### config.mk
export PLATFORM = sky130hd
export DESIGN_NAME = index_write_arbiter
export DESIGN_NICKNAME = d
export VERILOG_FILES = /design/src/rtl/index_write_arbiter.sv
export SDC_FILE = /design/constraint.sdc
export NUM_CORES = 1
export LEC_CHECK = 0
export CORE_MARGIN = 5
export CORE_UTILIZATION = 48
export CTS_CLUSTER_DIAMETER = 50
export DETAILED_ROUTE_END_ITERATION = 12
export PLACE_DENSITY = 0.8
export SLEW_MARGIN = 5
export SYNTH_ARGS = -nofsm -noshare
export SYNTH_HDL_FRONTEND = slang
export SYNTH_SLANG_ARGS = --single-unit
### constraint.sdc
create_clock -name iVGA_CLK -period 2.15 [get_ports iVGA_CLK]
set_input_delay 0.3225 -clock iVGA_CLK [delete_from_list [all_inputs] [get_ports iVGA_CLK]]
set_output_delay 0.3225 -clock iVGA_CLK [all_outputs]
set_load 0.1 [all_outputs]
### src/rtl/index_write_arbiter.sv
// Round-robin arbiter for the palette-index frame-memory write port, with a full-screen clear.
// Optional macro VBLANK_GATE_EN: writer grants are only issued while vblank is high.
module index_write_arbiter #(
   parameter int unsigned ADDR_W   = 19,
   parameter int unsigned DATA_W   = 3,
   parameter int unsigned PIXELS   = 307200,
   parameter int unsigned BG_INDEX = 0
) (
   input  logic              iVGA_CLK,
   input  logic              iRST_n,
   input  logic              vblank,
   input  logic              a_valid,
   input  logic [ADDR_W-1:0] a_addr,
   input  logic [DATA_W-1:0] a_data,
   output logic              a_ready,
   input  logic              b_valid,
   input  logic [ADDR_W-1:0] b_addr,
   input  logic [DATA_W-1:0] b_data,
   output logic              b_ready,
   input  logic              clr_start,
   output logic              clr_busy,
   output logic              clr_done,
   output logic [ADDR_W-1:0] mem_waddr,
   output logic [DATA_W-1:0] mem_wdata,
   output logic              mem_wenable,
   output logic [7:0]        drop_cnt
);

   typedef enum logic [0:0] {StIdle, StClear} state_e;

   localparam logic [ADDR_W:0]   PixLimit = (ADDR_W + 1)'(PIXELS);
   localparam logic [ADDR_W-1:0] LastAddr = ADDR_W'(PIXELS - 1);
   localparam logic [DATA_W-1:0] BgData   = DATA_W'(BG_INDEX);
   localparam logic              GrantA   = 1'b0;
   localparam logic              GrantB   = 1'b1;

   state_e            state_q, state_d;
   logic [ADDR_W-1:0] cnt_q, cnt_d;
   logic              last_grant_q, last_grant_d;
   logic [ADDR_W-1:0] waddr_q, waddr_d;
   logic [DATA_W-1:0] wdata_q, wdata_d;
   logic              wen_q, wen_d;
   logic              done_q, done_d;
   logic [7:0]        drop_q, drop_d;
   logic              gate_open;
   logic [ADDR_W-1:0] sel_addr;
   logic [DATA_W-1:0] sel_data;

`ifdef VBLANK_GATE_EN
   assign gate_open = vblank;
`else
   logic unused_vblank;
   assign unused_vblank = vblank;
   assign gate_open     = 1'b1;
`endif

   assign sel_addr = b_ready ? b_addr : a_addr;
   assign sel_data = b_ready ? b_data : a_data;

   always_comb begin
      state_d      = state_q;
      cnt_d        = cnt_q;
      last_grant_d = last_grant_q;
      waddr_d      = waddr_q;
      wdata_d      = wdata_q;
      wen_d        = 1'b0;
      done_d       = 1'b0;
      drop_d       = drop_q;
      a_ready      = 1'b0;
      b_ready      = 1'b0;

      unique case (state_q)
         StIdle: begin
            if (clr_start) begin
               state_d = StClear;
               cnt_d   = '0;
            end else if (gate_open && !done_q) begin
               // The cycle carrying the final clear write still counts as busy.
               if (a_valid && (!b_valid || (last_grant_q == GrantB))) begin
                  a_ready = 1'b1;
               end else if (b_valid) begin
                  b_ready = 1'b1;
               end
            end

            if (a_ready || b_ready) begin
               last_grant_d = b_ready ? GrantB : GrantA;
               if ({1'b0, sel_addr} < PixLimit) begin
                  waddr_d = sel_addr;
                  wdata_d = sel_data;
                  wen_d   = 1'b1;
               end else if (drop_q != 8'hFF) begin
                  drop_d = drop_q + 8'd1;
               end
            end
         end

         StClear: begin
            waddr_d = cnt_q;
            wdata_d = BgData;
            wen_d   = 1'b1;
            cnt_d   = cnt_q + 1'b1;
            if (cnt_q == LastAddr) begin
               state_d = StIdle;
               done_d  = 1'b1;
            end
         end
      endcase
   end

   always_ff @(posedge iVGA_CLK or negedge iRST_n) begin
      if (!iRST_n) begin
         state_q      <= StIdle;
         cnt_q        <= '0;
         last_grant_q <= GrantB;
         waddr_q      <= '0;
         wdata_q      <= '0;
         wen_q        <= 1'b0;
         done_q       <= 1'b0;
         drop_q       <= '0;
      end else begin
         state_q      <= state_d;
         cnt_q        <= cnt_d;
         last_grant_q <= last_grant_d;
         waddr_q      <= waddr_d;
         wdata_q      <= wdata_d;
         wen_q        <= wen_d;
         done_q       <= done_d;
         drop_q       <= drop_d;
      end
   end

   assign mem_waddr   = waddr_q;
   assign mem_wdata   = wdata_q;
   assign mem_wenable = wen_q;
   assign clr_done    = done_q;
   assign clr_busy    = (state_q == StClear) || done_q;
   assign drop_cnt    = drop_q;

endmodule
# After elaboration in Yosys (flattened, before gate mapping)
# Cells that the tools add are included.
# op_classes
n_addsub,2
n_lt_le_gt_ge,1
n_eq_ne,5
muxes,30
bitwise,2
n_reduce_logical,8
# ops
cell,count
$mux W19,4
$pmux W19 S2,2
$add A19 B1 Y19 const B,1
$eq A19 B19 Y1 const B,1
$lt A19 B19 Y1 const B,1
$mux W1,18
$mux W3,3
$add A8 B1 Y8 const B,1
$ne A8 B8 Y1 const B,1
$ne A2 B2 Y1 const B,3
$pmux W3 S2,1
$pmux W1 S2,2
$reduce_and A2 Y1,2
$reduce_and A4 Y1,1
$logic_or A1 B1 Y1,3
$not A1 Y1,2
$logic_and A1 B1 Y1,1
$logic_not A1 Y1,1
# word_totals
ff_bits,53
inputBits,50
out_inout_bits,35
elab_cells,56

# Logic depth before layout (Yosys ltp)
# depth
word_depth,13
depth_mapped,7
depth_no_buf,6

# Worst setup path after synthesis
# Ideal clock, no wire load.
# synth_path
path_type,reg-to-reg
startpoint,"register done_q, in the netlist clr_done"
endpoint,register last_grant_q
setup_time_ns,0.188
t_arrival_ns,3.762
required_ns,1.962
setup_slack_ns,-1.800
stages_incl_launch_ff,4
path_buffers,0
period_less_slack_ns,3.950
cell_sequence,dfrtp_1 > or3_4 > a211oi_1 > o21ai_0
# synth_via
elab_chain_len,5
elab_cells_between_ends,9
classes_between,7 x mux; 2 x reduce/logical
# synth_lines
element,line_no,rtl
start: declaration,43,"logic done_q, done_d;"
start signal: assignment,128,done_q <= done_d;
$mux W1,77,end else if (gate_open && !done_q) begin
$mux W1,74,if (clr_start) begin
$mux W1,72,unique case (state_q)
$logic_or A1 B1 Y1,86,if (a_ready || b_ready) begin
$reduce_and A2 Y1 (no line),n/a,
end signal: assignment,115,last_grant_q <= GrantB;
end signal: assignment,124,last_grant_q <= last_grant_d;
end: declaration,39,"logic last_grant_q, last_grant_d;"
# Several ways; a longest one is shown, not always the timed one. The select of a mux whose other input is x is not followed.
# A chain may end at the register's enable or synchronous reset.

# Final worst setup path
# layout_path
startpoint,"register done_q, in the netlist clr_done"
endpoint,output port a_ready
# layout_via
elab_chain_len,4
# layout_lines
element,line_no,rtl
$mux W1,77,
$mux W1,74,
$mux W1 (2 in a row),72,
end: declaration,15,"output logic a_ready,"
# No other way between the ends. The select of a mux whose other input is x is not followed.

==> metrics.log <==
INFO  metric outcome = finished clean
INFO  metric synth.largest_area_cell = sky130_fd_sc_hd__dfrtp_1
INFO  metric crit_chain = or3_4 > buf_6 > a211oi_4 > buf_12
INFO  metric postSynthRegisterBits = 53
INFO  metric cts_post_setup_buffers_inserted = 0
INFO  metric final_util = 69.6%
INFO  metric numCtsBuffers = 5
INFO  metric yosys.cell_types.count = 44
INFO  metric r2r_cells = 7
INFO  metric yosys.area_share.simple = 16.1%
INFO  metric type_of_the_worst_setup_path = reg2out
INFO  metric slew_viol_final = 0
INFO  metric die_height = between 80 and 90 um
INFO  metric end_kind = primary output
INFO  metric main_combinational_cell_family_by_area_after_synthesis = multiplexers
INFO  metric synth-compound-area-share = about 14%
INFO  metric cts_h_tree_lvls = 2
INFO  metric drive_gt1_share = between 20% and 30%
INFO  metric timing.critical_path.from = clr_done
INFO  metric yosys.area_share.xor_xnor = under 10%
INFO  metric ant_nets = 0
INFO  metric yosys-top-cells-area = sky130_fd_sc_hd__dfrtp_1, sky130_fd_sc_hd__mux2_4, sky130_fd_sc_hd__mux2i_1, sky130_fd_sc_hd__nand2_1, sky130_fd_sc_hd__o21ai_0
INFO  metric critical_path.slowest_cell = sky130_fd_sc_hd__dfrtp_4
INFO  metric synthesis.area = approximately 0.0030 sq mm
INFO  metric critical-path-max-stage-delay = approximately 0.53 ns
INFO  metric yosys.cell_count.top_type = sky130_fd_sc_hd__dfrtp_1
INFO  metric yosysSeqAreaShare = around 44%
INFO  metric cell_pwr_density = between 800 and 900 mW/mm^2
INFO  metric fin_worst_skew = about 0.012 ns
INFO  metric cts_max_path_buffers = 2
INFO  metric post_synth_inst_count = 287
INFO  metric asyncSetResetFlopFracSynth = 100%
INFO  metric synthToLayoutAreaGrowth = 38.7%
INFO  metric worst_setup_path_endpoint = a_ready
INFO  metric report.final.setup_viol = 0
INFO  metric start_kind = flip-flop
INFO  metric cp_data_required_time = 1.83 ns
INFO  metric power.combinational.fraction = ~43%
INFO  metric cts_root_buffer = sky130_fd_sc_hd__clkbuf_8
INFO  metric synth.top_cell.area_share = 43.3%
INFO  metric i_o_pins = 85
INFO  metric post_synth_edffs = 0
INFO  metric hpwlAfterDp = between 5000 and 6000 um
INFO  metric worstPathBufferInverterCount = 2
INFO  metric timing.critical_path.fanout_max = 6
INFO  metric netSwitchingPower = approximately 1600 uW
INFO  metric clock_network_fraction_of_design_power = approximately 17%
INFO  metric cap_violations = 0
INFO  metric path_depth = 4
INFO  metric ff2ff_setup_slack = between 0.1 and 0.15 ns
INFO  metric wl_per_cell = roughly 17 um
INFO  metric cellLeakagePower = between 0.002 and 0.0025 uW
INFO  metric report.final.hold_viol_count = 0
INFO  metric cts_tree = done
INFO  metric number_of_search_and_repair_iterations_in_the_first_detailed_routing_pass = 4
INFO  metric grt_util_all_layers = approximately a fifth
INFO  metric cp_top_family = flip-flops
INFO  metric vias = roughly 2600
INFO  metric min_period = between 2 and 2.5 ns
INFO  metric tightestPinTransition = 0.505 ns
INFO  metric detail_route.wirelength = slightly below 8000 um
INFO  metric grt_first_pass_wirelength = between 10000 and 15000 um
INFO  metric via_per_inst = around 5.6
INFO  metric power.internal = about 1900 uW
INFO  metric floorplan.initialDensity = about half
INFO  metric core_area = between 0.005 and 0.006 sq mm
INFO  metric insertedDiodeCount = 0
INFO  metric die_area = around 0.0079 sq mm
INFO  metric power.share.switching = 45.3%
INFO  metric crit_arrival = about 1.8 ns
INFO  metric maxSlewHeadroom = 66.3%
INFO  metric syn_area_per_cell = around 10 sq um
INFO  metric seq_power_share = about two fifths
INFO  metric muxShareOfSynthArea = about a fifth
INFO  metric pin_count_of_the_biggest_net_entering_global_routing = 36
INFO  metric dr.first_iter.drc_count = between 80 and 90
INFO  metric worstReg2RegStart = state_q
INFO  metric vdd_drop_max = 0.775 mV
INFO  metric fin_cells = about 470
INFO  metric port-buffer-count = slightly above 80
INFO  metric number_of_nets_produced_by_synthesis = 339
INFO  metric synth.top_cells.by_count = sky130_fd_sc_hd__dfrtp_1, sky130_fd_sc_hd__nand2_1, sky130_fd_sc_hd__mux2i_1, sky130_fd_sc_hd__o21ai_0, sky130_fd_sc_hd__mux2_4
INFO  metric yosys_warnings = 0
INFO  metric drc = 0
INFO  metric grt_remaining_overflow = 0
INFO  metric gpl.final_weighted_congestion = around 0.83
INFO  metric placementRows = 28
INFO  metric path_category_of_the_worst_min_delay_check = in2async
INFO  metric synthAdderAreaFrac = less than 1%
INFO  metric timing.final.crit_share = about 97%
INFO  metric cts.clk_slew.worst_paths = ~0.10 ns
INFO  metric worstSkewPairLatency = 0.31 ns
INFO  metric clock.fmax = 477 MHz
INFO  metric nNetsFinal = between 400 and 500
INFO  metric die-width = 89.1 um
INFO  metric grt_setup_unrepaired = false
INFO  metric placed_cells = ~460
INFO  metric cts_num_sinks = 53
INFO  metric yosys_most_used_dff = sky130_fd_sc_hd__dfrtp_1
INFO  metric number_of_global_route_vias_before_repair = about 2700
INFO  metric number_of_antenna_violations_at_the_first_check_in_global_routing = 0
INFO  metric reg2reg_to = mem_waddr[1]
[sequential cells by signal, indices dropped and copies added, names as in the netlist]
register	count
cnt_q	19
mem_wenable	1
state_q	1
mem_waddr	19
drop_cnt	8
last_grant_q	1
clr_done	1
mem_wdata	3
[placed cells by master (no fill, tap or decap), types with 5 or more instances in the layout]
cell                              netlist  layout
sky130_fd_sc_hd__buf_4                  0      50
sky130_fd_sc_hd__dfrtp_1               52      49
sky130_fd_sc_hd__clkdlybuf4s50_1        0      46
sky130_fd_sc_hd__nand2_1               37      36
sky130_fd_sc_hd__mux2i_1               27      27
sky130_fd_sc_hd__o21ai_0               23      23
sky130_fd_sc_hd__mux2_4                19      19
sky130_fd_sc_hd__nor2_1                18      18
sky130_fd_sc_hd__nand3_1               16      16
sky130_fd_sc_hd__inv_1                  8       8
sky130_fd_sc_hd__a21oi_1                8       8
sky130_fd_sc_hd__nand4_1                7       7
sky130_fd_sc_hd__xor2_1                 7       7
sky130_fd_sc_hd__buf_12                 2       7
sky130_fd_sc_hd__and4_1                 5       5
sky130_fd_sc_hd__o22ai_1                5       5
sky130_fd_sc_hd__clkbuf_8               0       5
[final cells by class]
type / instances / area [sq um]
multi-input cells: 214 / 1590
clock inverters: 3 / 26.3
well taps: 75 / 93.8
inverters: 8 / 30.0
repair buffers: 108 / 1020
flip-flops and latches: 53 / 1330
clock buffers: 5 / 68.8
fillers: 461 / 1820
[repair_timing]
action	4_1_cts	5_1_grt
setup endpoints to repair	2	22
hold buffers	1	0
pin swaps	1	0
hold endpoints to repair	19	0
resized for setup	2	4
[how the worst min path moves through the flow]
| stage | cells past startpoint | to | from |
|---|---|---|---|
| 2_1_floorplan | 0 | cnt_q[0] | iRST_n |
| 3_3_place_gp | 1 | mem_wdata[0] | iRST_n |
| 3_5_place_dp | 1 | mem_wdata[0] | iRST_n |
| 4_1_cts | 2 | mem_wdata[0] | iRST_n |
| 5_1_grt | 1 | mem_waddr[8] | mem_waddr[8] |
| 6_report | 2 | mem_wdata[0] | iRST_n |
[cell families (layout without fill, tap and decap cells)]
kind of cell / count (synthesis) / in the layout
adders and majority gates: 2 / 2
buffers and inverters: 20 / 124
xor gates and xnor gates: 7 / 7
muxes: 49 / 49
DFF: 53 / 53
and+or+nand+nor: 96 / 96
AOI/OAI and AO/OA: 60 / 60
[power by group through the flow]
| stage | logic, uW | registers [uW] | clock network (uW) |
|---|---|---|---|
| 2_1_floorplan | 395 | 2030 | 0 |
| 3_3_place_gp | 1450 | 1380 | 0 |
| 3_5_place_dp | 1480 | 1390 | 0 |
| 4_1_cts | 1490 | 1380 | 610 |
| 5_1_grt | 1550 | 1410 | 648 |
| 6_report | 1480 | 1380 | 599 |
[metrics by stage]
step	setup WS, ns	instance area (sq um)	power (uW)	setup TNS (ns)	hold WS (ns)
after detailed placement	-0.211	4050	2880	-4.91	0.324
after CTS	0.0307	4150	3480	0	0.512
after global placement	-0.183	4050	2830	-4.13	0.316
after global routing	0.00265	4170	3610	0	0.538
after floorplan	-0.0855	3030	2430	-0.153	0.0269
final	0.0543	4170	3460	0	0.494
[routing by layer]
layer / part of all wire, % / global-route usage, % / vias to the layer above / routed length (um)
li1: - / - / 1244 / -
met1: 41 / 24.8 / 1295 / 3210
met2: 53 / 37.0 / 68 / 4150
met3: 5.1 / 3.04 / 10 / 396
met4: 0.93 / 3.92 / 0 / 73
met5: 0 / 0 / - / 0
Note: power is estimated with default switching activity, not from simulation.
